**src/rtl/fifo_arb_pkg.sv**
```systemverilog
// fifo_arb_pkg: shared types and width helpers for the FIFO write-port arbiter
package fifo_arb_pkg;

    typedef enum logic {IDLE, BURST} state_t;

    localparam int NREQ_DEF     = 4;
    localparam int DSIZE_DEF    = 8;
    localparam int MAXBURST_DEF = 4;

    function automatic int ptr_w(input int nreq);
        return nreq > 1 ? $clog2(nreq) : 1;
    endfunction

    function automatic int cnt_w(input int maxburst);
        return $clog2(maxburst) + 1;
    endfunction

    localparam int PTR_W_DEF = ptr_w(NREQ_DEF);
    localparam int CNT_W_DEF = cnt_w(MAXBURST_DEF);

endpackage

```
**src/rtl/fifo_wr_arbiter_rr_pick.sv**
```systemverilog
// rr_pick: first set request at or after start, wrapping (rotate, priority-encode, rotate back)
module rr_pick
    import fifo_arb_pkg::*;
#(
    parameter int NREQ = 4
) (
    input  logic [NREQ-1:0]        req,
    input  logic [ptr_w(NREQ)-1:0] start,
    output logic [NREQ-1:0]        pick,
    output logic [ptr_w(NREQ)-1:0] idx,
    output logic                   any
);

    localparam int PW = ptr_w(NREQ);

    logic [2*NREQ-1:0] dbl;
    logic [NREQ-1:0]   rot;
    int                off;
    int                sum;

    always_comb begin
        dbl = {req, req} >> start;
        rot = dbl[NREQ-1:0];
        off = 0;
        for (int i = NREQ - 1; i >= 0; i--)
            if (rot[i]) off = i;
        sum = off + int'(start);
        sum = sum >= NREQ ? sum - NREQ : sum;
        idx = PW'(sum);
        any = |req;
        pick = '0;
        pick[idx] = any;
    end

endmodule

```
**src/rtl/fifo_wr_arbiter.sv**
```systemverilog
// fifo_wr_arbiter: round-robin sharing of the FIFO write port with bounded contiguous bursts
module fifo_wr_arbiter
    import fifo_arb_pkg::*;
#(
    parameter int NREQ     = 4,
    parameter int DSIZE    = 8,
    parameter int MAXBURST = 4
) (
    input  logic                    wclk,
    input  logic                    wrst,
    input  logic [NREQ-1:0]         req_valid,
    input  logic [NREQ*DSIZE-1:0]   req_data,
    output logic [NREQ-1:0]         req_ready,
    input  logic                    wfull,
    output logic                    winc,
    output logic [DSIZE-1:0]        wdata,
    output logic [NREQ-1:0]         grant,
    output logic                    busy
);

    localparam int PW = ptr_w(NREQ);
    localparam int CW = cnt_w(MAXBURST);

    state_t          state, state_nxt;
    logic [NREQ-1:0] pick;
    logic [PW-1:0]   pick_idx, owner, rr_ptr, owner_nxt;
    logic            any, beat, end_burst;
    logic [CW-1:0]   beat_cnt;

    rr_pick #(.NREQ(NREQ)) u_pick (
        .req   (req_valid),
        .start (rr_ptr),
        .pick  (pick),
        .idx   (pick_idx),
        .any   (any)
    );

    always_ff @(posedge wclk or posedge wrst) begin
        if (wrst) state <= IDLE;
        else      state <= state_nxt;
    end

    // A valid drop and the final counted beat in one cycle still yield a single end
    always_comb begin
        beat      = state == BURST && req_valid[owner] && !wfull;
        end_burst = state == BURST && (!req_valid[owner] || (beat && beat_cnt == CW'(MAXBURST - 1)));
        owner_nxt = owner == PW'(NREQ - 1) ? '0 : owner + 1'b1;
        state_nxt = state == IDLE ? (any ? BURST : IDLE) : (end_burst ? IDLE : BURST);
    end

    always_comb begin
        busy      = state == BURST;
        winc      = beat;
        req_ready = busy && !wfull ? grant : '0;
        wdata     = busy ? req_data[owner*DSIZE +: DSIZE] : '0;
    end

    always_ff @(posedge wclk or posedge wrst) begin
        if (wrst) begin
            grant    <= '0;
            owner    <= '0;
            rr_ptr   <= '0;
            beat_cnt <= '0;
        end else if (state == IDLE && any) begin
            grant    <= pick;
            owner    <= pick_idx;
            beat_cnt <= '0;
        end else if (end_burst) begin
            grant  <= '0;
            rr_ptr <= owner_nxt;
        end else if (beat) begin
            beat_cnt <= beat_cnt + 1'b1;
        end
    end

endmodule

```
**config.mk**
```make
export PLATFORM = sky130hd
export DESIGN_NAME = fifo_wr_arbiter
export DESIGN_NICKNAME = d
export VERILOG_FILES = /design/src/rtl/fifo_arb_pkg.sv /design/src/rtl/fifo_wr_arbiter_rr_pick.sv /design/src/rtl/fifo_wr_arbiter.sv
export SDC_FILE = /design/constraint.sdc
export NUM_CORES = 1
export LEC_CHECK = 0
export CAP_MARGIN = 5
export CORE_UTILIZATION = 38
export DETAILED_ROUTE_END_ITERATION = 16
export PLACE_DENSITY_LB_ADDON = 0.2
export RECOVER_POWER = 100
export SLEW_MARGIN = 20
export SYNTH_ARGS = -nofsm -noshare
export SYNTH_HDL_FRONTEND = slang
export SYNTH_SLANG_ARGS = --single-unit
```
**constraint.sdc**
```tcl
create_clock -name wclk -period 2.5 [get_ports wclk]
set_clock_uncertainty 0.2 [all_clocks]
set_input_delay 0.625 -clock wclk [delete_from_list [all_inputs] [get_ports wclk]]
set_output_delay 0.625 -clock wclk [all_outputs]
set_load 0.05 [all_outputs]
```
==> flow_summary.toml, run 1 <==
[cts]
insertion_delay_ns = 0.28
cts_setup_buffers = 0
cts-buffers-inserted = 3
cts_sinks = 12
cts_htree_levels = 1
hold_buffers = 0
clockBufferDepth = 2
path_clk_slew_ns = 0.07
root_buffer = "clkbuf_4"
cts_tree = "built"

[global_route]
antenna_found_initial = 0
grtUsageTotal_pct = 22.51
grt_pass1_wl_mm = 4.581
overflow = 0
grt_pass1_vias = 1067
grt_max_degree = 14

[detailed_routing]
vias = 1088
drc_errors = 0
post_drt_wl_per_cell_um = 14.82
vias_per_cell = 5.360
first_pass_iters = 4
first_iter_violations = 12
drt-total-wl_mm = 3.008
ant_nets = 0

[critical_path]
cp-start-kind = "input port"
end_kind = "output port"
worstSetupPathType = "input port to output port"
path_delay_family = "buffers and inverters"
crit_chain = "clkdlybuf4s50_1 > nor2b_1 > buf_4 > and2_1 > buf_12"
crit_start = "wfull"
r2r-start = "rr_ptr[0]"
cp_data_arrival_time_ns = 1.67
crit_slowest_cell = "clkdlybuf4s50_1"
critPathMaxFanout = 5
cp.required_ns = 1.67
crit_path_max_incr_delay_ns = 0.43
path_buf_inv = 3

[floorplanning]
die_area_sq_um = 2932
die_w_um = 54.15
coreArea_sq_um = 2522
placement_rows = 18
die_height_um = 54.15
io_pins = 57
initial_utilization_pct = 40.97

[timing]
fin_crit_sh_pct = 99.64
fmax_mhz = 401.5
rsz0062_at_grt = "yes"
setup_viol = 0
hold_ws_ns = 0.3134
fin_crit_ns = 2.491
worst_pin_slew_ns = 0.5927
setup_tns_ns = 0
worst_slack_ns = 0.009042
timing_hold_violations_final = 0
final_max_slew_viol_count = 0
slew-limit-headroom_pct = 60.65

[finish]
syn_to_final_growth_pct = 69.61
n_fill_cell = 201
layout-drive-gt1-share_pct = 31.21
antenna_cells = 0
layout_commonest_cell = "dlygate4sd2_1"
design_area_sq_um = 1753
nets = 218
final_cell_mix = "dlygate4sd2_1 (33), dfrtp_1 (12), buf_4 (11)"

[synth]
synth_cell_types = 33
synthFlopType = "dfrtp_1"
avgSynthCellArea_sq_um = 9.750
synthArstFlopShare_pct = 100.0
synth_edf_count = 0
ys_ff_latch = 12
syn_area_sq_um = 1033
ys_seq_area_share_pct = 29.06
syn_inst = 106
ys_warn_count = 0
synth_fp_nets = 149

[power_and_ir_drop]
p_per_area_nw_per_um2 = 1167
p_leak_uw = 0.0008282
p_comb_share_pct = 76.1
p_switching_uw = 989.3
p_int_uw = 1057
seq_power_share_pct = 18.0
vdd_drop_max_v = 0.0008982
swShare_pct = 48.35
power_frac_clock_pct = 5.9

[flow_run]
drv_cap = 0

[place]
dp_hpwl_mm = 2.394
gp_congestion = 0.7814
placed_cell_area_sq_um = 1707
port_buffers = 56
preCtsSetupSlack_ns = -0.3854

[hold_path]
hp-start = "beat_cnt[2]"
hold_class = "flip-flop to flip-flop"

[outcome]
status = "finished clean"
power groups by stage:
stage	Sequential, uW	Combinational, uW	Clock (uW)
finish	368	1560	121
global route	384	1670	135
CTS	370	1610	123
detailed placement	371	1420	0
global placement	364	1390	0
floorplan	406	926	0
flip-flops by register name, summed over array words and instances, names as in the netlist:
register	cells
grant	4
beat_cnt	3
owner	2
rr_ptr	2
busy	1
metrics by stage:
step,total power [uW],cells,util (%)
6_report,2046,203,69.49
3_3_place_gp,1750,200,67.66
5_1_grt,2185,203,69.49
4_1_cts,2103,203,70.49
3_5_place_dp,1792,200,67.66
2_1_floorplan,1332,106,-
worst register-to-register path, stage by stage, from the launching register on:
cell,delay (ns)
dfrtp_1,0.51
or4_1,0.56
o2111ai_1,0.10
ha_1,0.20
xor2_1,0.18
xnor2_1,0.16
a32o_1,0.24
routing by layer:
| layer | vias up | GRT usage [%] | share of wire, % |
|---|---|---|---|
| met5 | - | 0 | 0 |
| li1 | 515 | - | - |
| met2 | 49 | 41.06 | 48 |
| met4 | 0 | 10.26 | 1.1 |
| met1 | 520 | 23.54 | 38 |
| met3 | 4 | 6.215 | 12 |
kinds of logic (layout without fill, tap and decap cells):
group | count (synthesis) | in the layout | synth area share [%]
buf+inv | 14 | 81 | 7.989
fa+ha+maj | 4 | 4 | 4.843
simple gates | 46 | 46 | 23.61
compound gates | 17 | 17 | 10.78
flops | 12 | 12 | 29.06
xor+xnor | 2 | 2 | 1.695
mux | 11 | 11 | 22.03
synthesized netlist by cell type (2+ instances only):
cell type / instances / area share [%]
and2_1: 12 / 7.3
dfrtp_1: 12 / 29
nor2_1: 10 / 3.6
mux4_2: 9 / 20
nand2_1: 8 / 2.9
inv_1: 6 / 2.2
o21ai_0: 6 / 2.9
nand3_1: 5 / 2.4
ha_1: 4 / 4.8
a21oi_1: 3 / 1.5
buf_2: 3 / 1.5
buf_6: 3 / 3.3
a32o_1: 2 / 1.9
nor3_1: 2 / 0.97
nor4_1: 2 / 1.2
o31ai_1: 2 / 1.5
cell type report:
cell class / instances / area, sq um / share of cell area [%]
multi-input cells: 80 / 661.9 / 37.76
inverters: 6 / 22.52 / 1.285
repair buffers: 72 / 708.2 / 40.40
well taps: 30 / 37.54 / 2.141
flip-flops and latches: 12 / 300.3 / 17.13
clock buffers: 3 / 22.52 / 1.285
timing repair:
item / 4_1_cts / 5_1_grt
gates resized for setup: 67 / 3
endpoints found under the setup margin: 14 / 9
pin swaps: 6 / 1
hold endpoints to repair: 0 / 0
path summary, 6_finish.rpt:
check                          endpoint  slack [ns]  cells after the start
setup / recovery           req_ready[1]       0.009                      5
hold / removal              beat_cnt[2]        0.31                      2
setup reg to reg               grant[1]        0.24                      6
hold reg to reg             beat_cnt[2]        0.31                      2
max in group asynchronous          busy        1.18                      2
min in group asynchronous      grant[0]        0.59                      2
(Power assumes the default switching activity.)
==> inputs of run 2 (changes only) <==
--- a/config.mk
+++ b/config.mk
@@ -6,10 +6,9 @@
 export NUM_CORES = 1
 export LEC_CHECK = 0
 export CAP_MARGIN = 5
-export CORE_UTILIZATION = 38
+export CORE_UTILIZATION = 25
 export DETAILED_ROUTE_END_ITERATION = 16
 export PLACE_DENSITY_LB_ADDON = 0.2
-export RECOVER_POWER = 100
 export SLEW_MARGIN = 20
 export SYNTH_ARGS = -nofsm -noshare
 export SYNTH_HDL_FRONTEND = slang
==> run 2 against run 1 <==
Flip-flop and latch count unchanged. Utilization down 24 points. Register-to-register slack about the same. Sequential power up 2%. Non-clock buffer count down 2. Global-route usage down 8.6 points. Die area up 50%. Largest cell class unchanged. Cell count up 9.4%.
==> flow_summary.toml, run 2 (same netlist as run 1, synthesis figures left out) <==
[detailed_routing]
first_pass_iters = 4
vias_per_cell = 4.761
vias = 1057
drt-total-wl_mm = 2.961
post_drt_wl_per_cell_um = 13.34
drc_errors = 0
ant_nets = 0
first_iter_violations = 23

[floorplanning]
initial_utilization_pct = 26.02
io_pins = 57
die_height_um = 66.30
coreArea_sq_um = 3971
die_w_um = 66.30
placement_rows = 23
die_area_sq_um = 4395

[critical_path]
end_kind = "output port"
cp.required_ns = 1.67
worstSetupPathType = "input port to output port"
cp_data_arrival_time_ns = 1.64
critPathMaxFanout = 5
cp-start-kind = "input port"

[power_and_ir_drop]
p_per_area_nw_per_um2 = 1200
p_leak_uw = 0.0008430
vdd_drop_max_v = 0.0004835

[cts]
root_buffer = "clkbuf_8"
hold_buffers = 0
cts_sinks = 12
cts_tree = "built"
clockBufferDepth = 2
cts-buffers-inserted = 3
path_clk_slew_ns = 0.06
cts_htree_levels = 1
insertion_delay_ns = 0.24

[timing]
slew-limit-headroom_pct = 66.68
fin_crit_ns = 2.463
fin_crit_sh_pct = 98.52
timing_hold_violations_final = 0
worst_pin_slew_ns = 0.4983
fmax_mhz = 406.0
rsz0062_at_grt = "yes"
final_max_slew_viol_count = 0
setup_viol = 0
hold_ws_ns = 0.3093

[finish]
layout-drive-gt1-share_pct = 34.88
largest_register_ffs = 4
nets = 216
syn_to_final_growth_pct = 76.51
regMostFlops = "grant"
antenna_cells = 0
final_cell_mix = "dlygate4sd2_1 (32), buf_4 (14), dfrtp_1 (11)"
final_util_pct = 45.94
layout_commonest_cell = "dlygate4sd2_1"
top_regs = "grant x4, beat_cnt x3"

[global_route]
grt_max_degree = 14
overflow = 0
grt_pass1_wl_mm = 4.616
grtUsageTotal_pct = 13.89
antenna_found_initial = 0
grt_pass1_vias = 989

[place]
gp_congestion = 0.7130
port_buffers = 56
dp_hpwl_mm = 2.235

[outcome]
status = "finished clean"

[flow_run]
drv_cap = 0

[hold_path]
hold_class = "flip-flop to flip-flop"
run 2: changes by cell type in the layout (fill, tap and decap cells not counted), moves of 3 or more:
cell             delta
buf_4               +3
dlygate4sd3_1       -5
clkbuf_4            -5
clkdlybuf4s50_1     +5
clkbuf_8            +4
clkbuf_1            -3
run 2: where the power goes:
part	internal (uW)	switching [uW]	total [uW]
logic	782	817	1600
clock network	139	72.8	212
registers	268	108	377
total	1190	998	2190
run 2: area by class of cell:
type / instances / area [sq um]
Tap cell: 50 / 62.56
Sequential cell: 12 / 301.5
Multi-Input combinational cell: 80 / 673.1
Timing Repair Buffer: 70 / 709.4
Fill cell: 383 / 2147
Clock buffer: 4 / 55.05
Inverter: 6 / 22.52
run 2: final timing paths:
path | start | to | slack [ns] | depth (start not counted)
worst max-delay path | wfull | req_ready[1] | 0.04 | 5
worst min-delay path | beat_cnt[2] | beat_cnt[2] | 0.31 | 2
worst max register to register | rr_ptr[0] | grant[2] | 0.25 | 6
worst min register to register | beat_cnt[2] | beat_cnt[2] | 0.31 | 2
max in group asynchronous | wrst | owner[0] | 1.25 | 2
min in group asynchronous | wrst | beat_cnt[2] | 0.49 | 2
run 2: repair_timing:
| item | 4_1_cts | 5_1_grt |
|---|---|---|
| endpoints found under the hold margin | 0 | 0 |
| setup endpoints to repair | 14 | 13 |
| pin swaps | 1 | 0 |
| gates cloned | 0 | 0 |
| buffers inserted | 0 | 1 |
| resized for setup | 69 | 4 |
run 2: worst max-delay path: stages:
cell and delay [ns]:
clkdlybuf4s50_1 0.42, nor2b_1 0.12, buf_4 0.14, and2_1 0.18, buf_12 0.15
run 2: routing by layer:
| metal | wire (um) | up-vias | track usage (%) |
|---|---|---|---|
| li1 | - | 514 | - |
| met1 | 1229 | 484 | 15.97 |
| met2 | 1398 | 55 | 24.49 |
| met3 | 311 | 4 | 4.483 |
| met4 | 21 | 0 | 3.723 |
| met5 | 0 | - | 0 |
run 2: through the flow:
step / std cells / worst slack [ns] / cell area, sq um / setup TNS (ns) / total power, uW
floorplan: 106 / 0.1786 / 1033 / 0 / 1332
global placement: 217 / -0.3492 / 1722 / -3.357 / 1774
detailed placement: 217 / -0.3976 / 1722 / -3.721 / 1786
CTS: 221 / 0.01222 / 1826 / 0 / 2197
global route: 222 / -0.01914 / 1824 / -0.05780 / 2329
finish: 222 / 0.03702 / 1824 / 0 / 2188
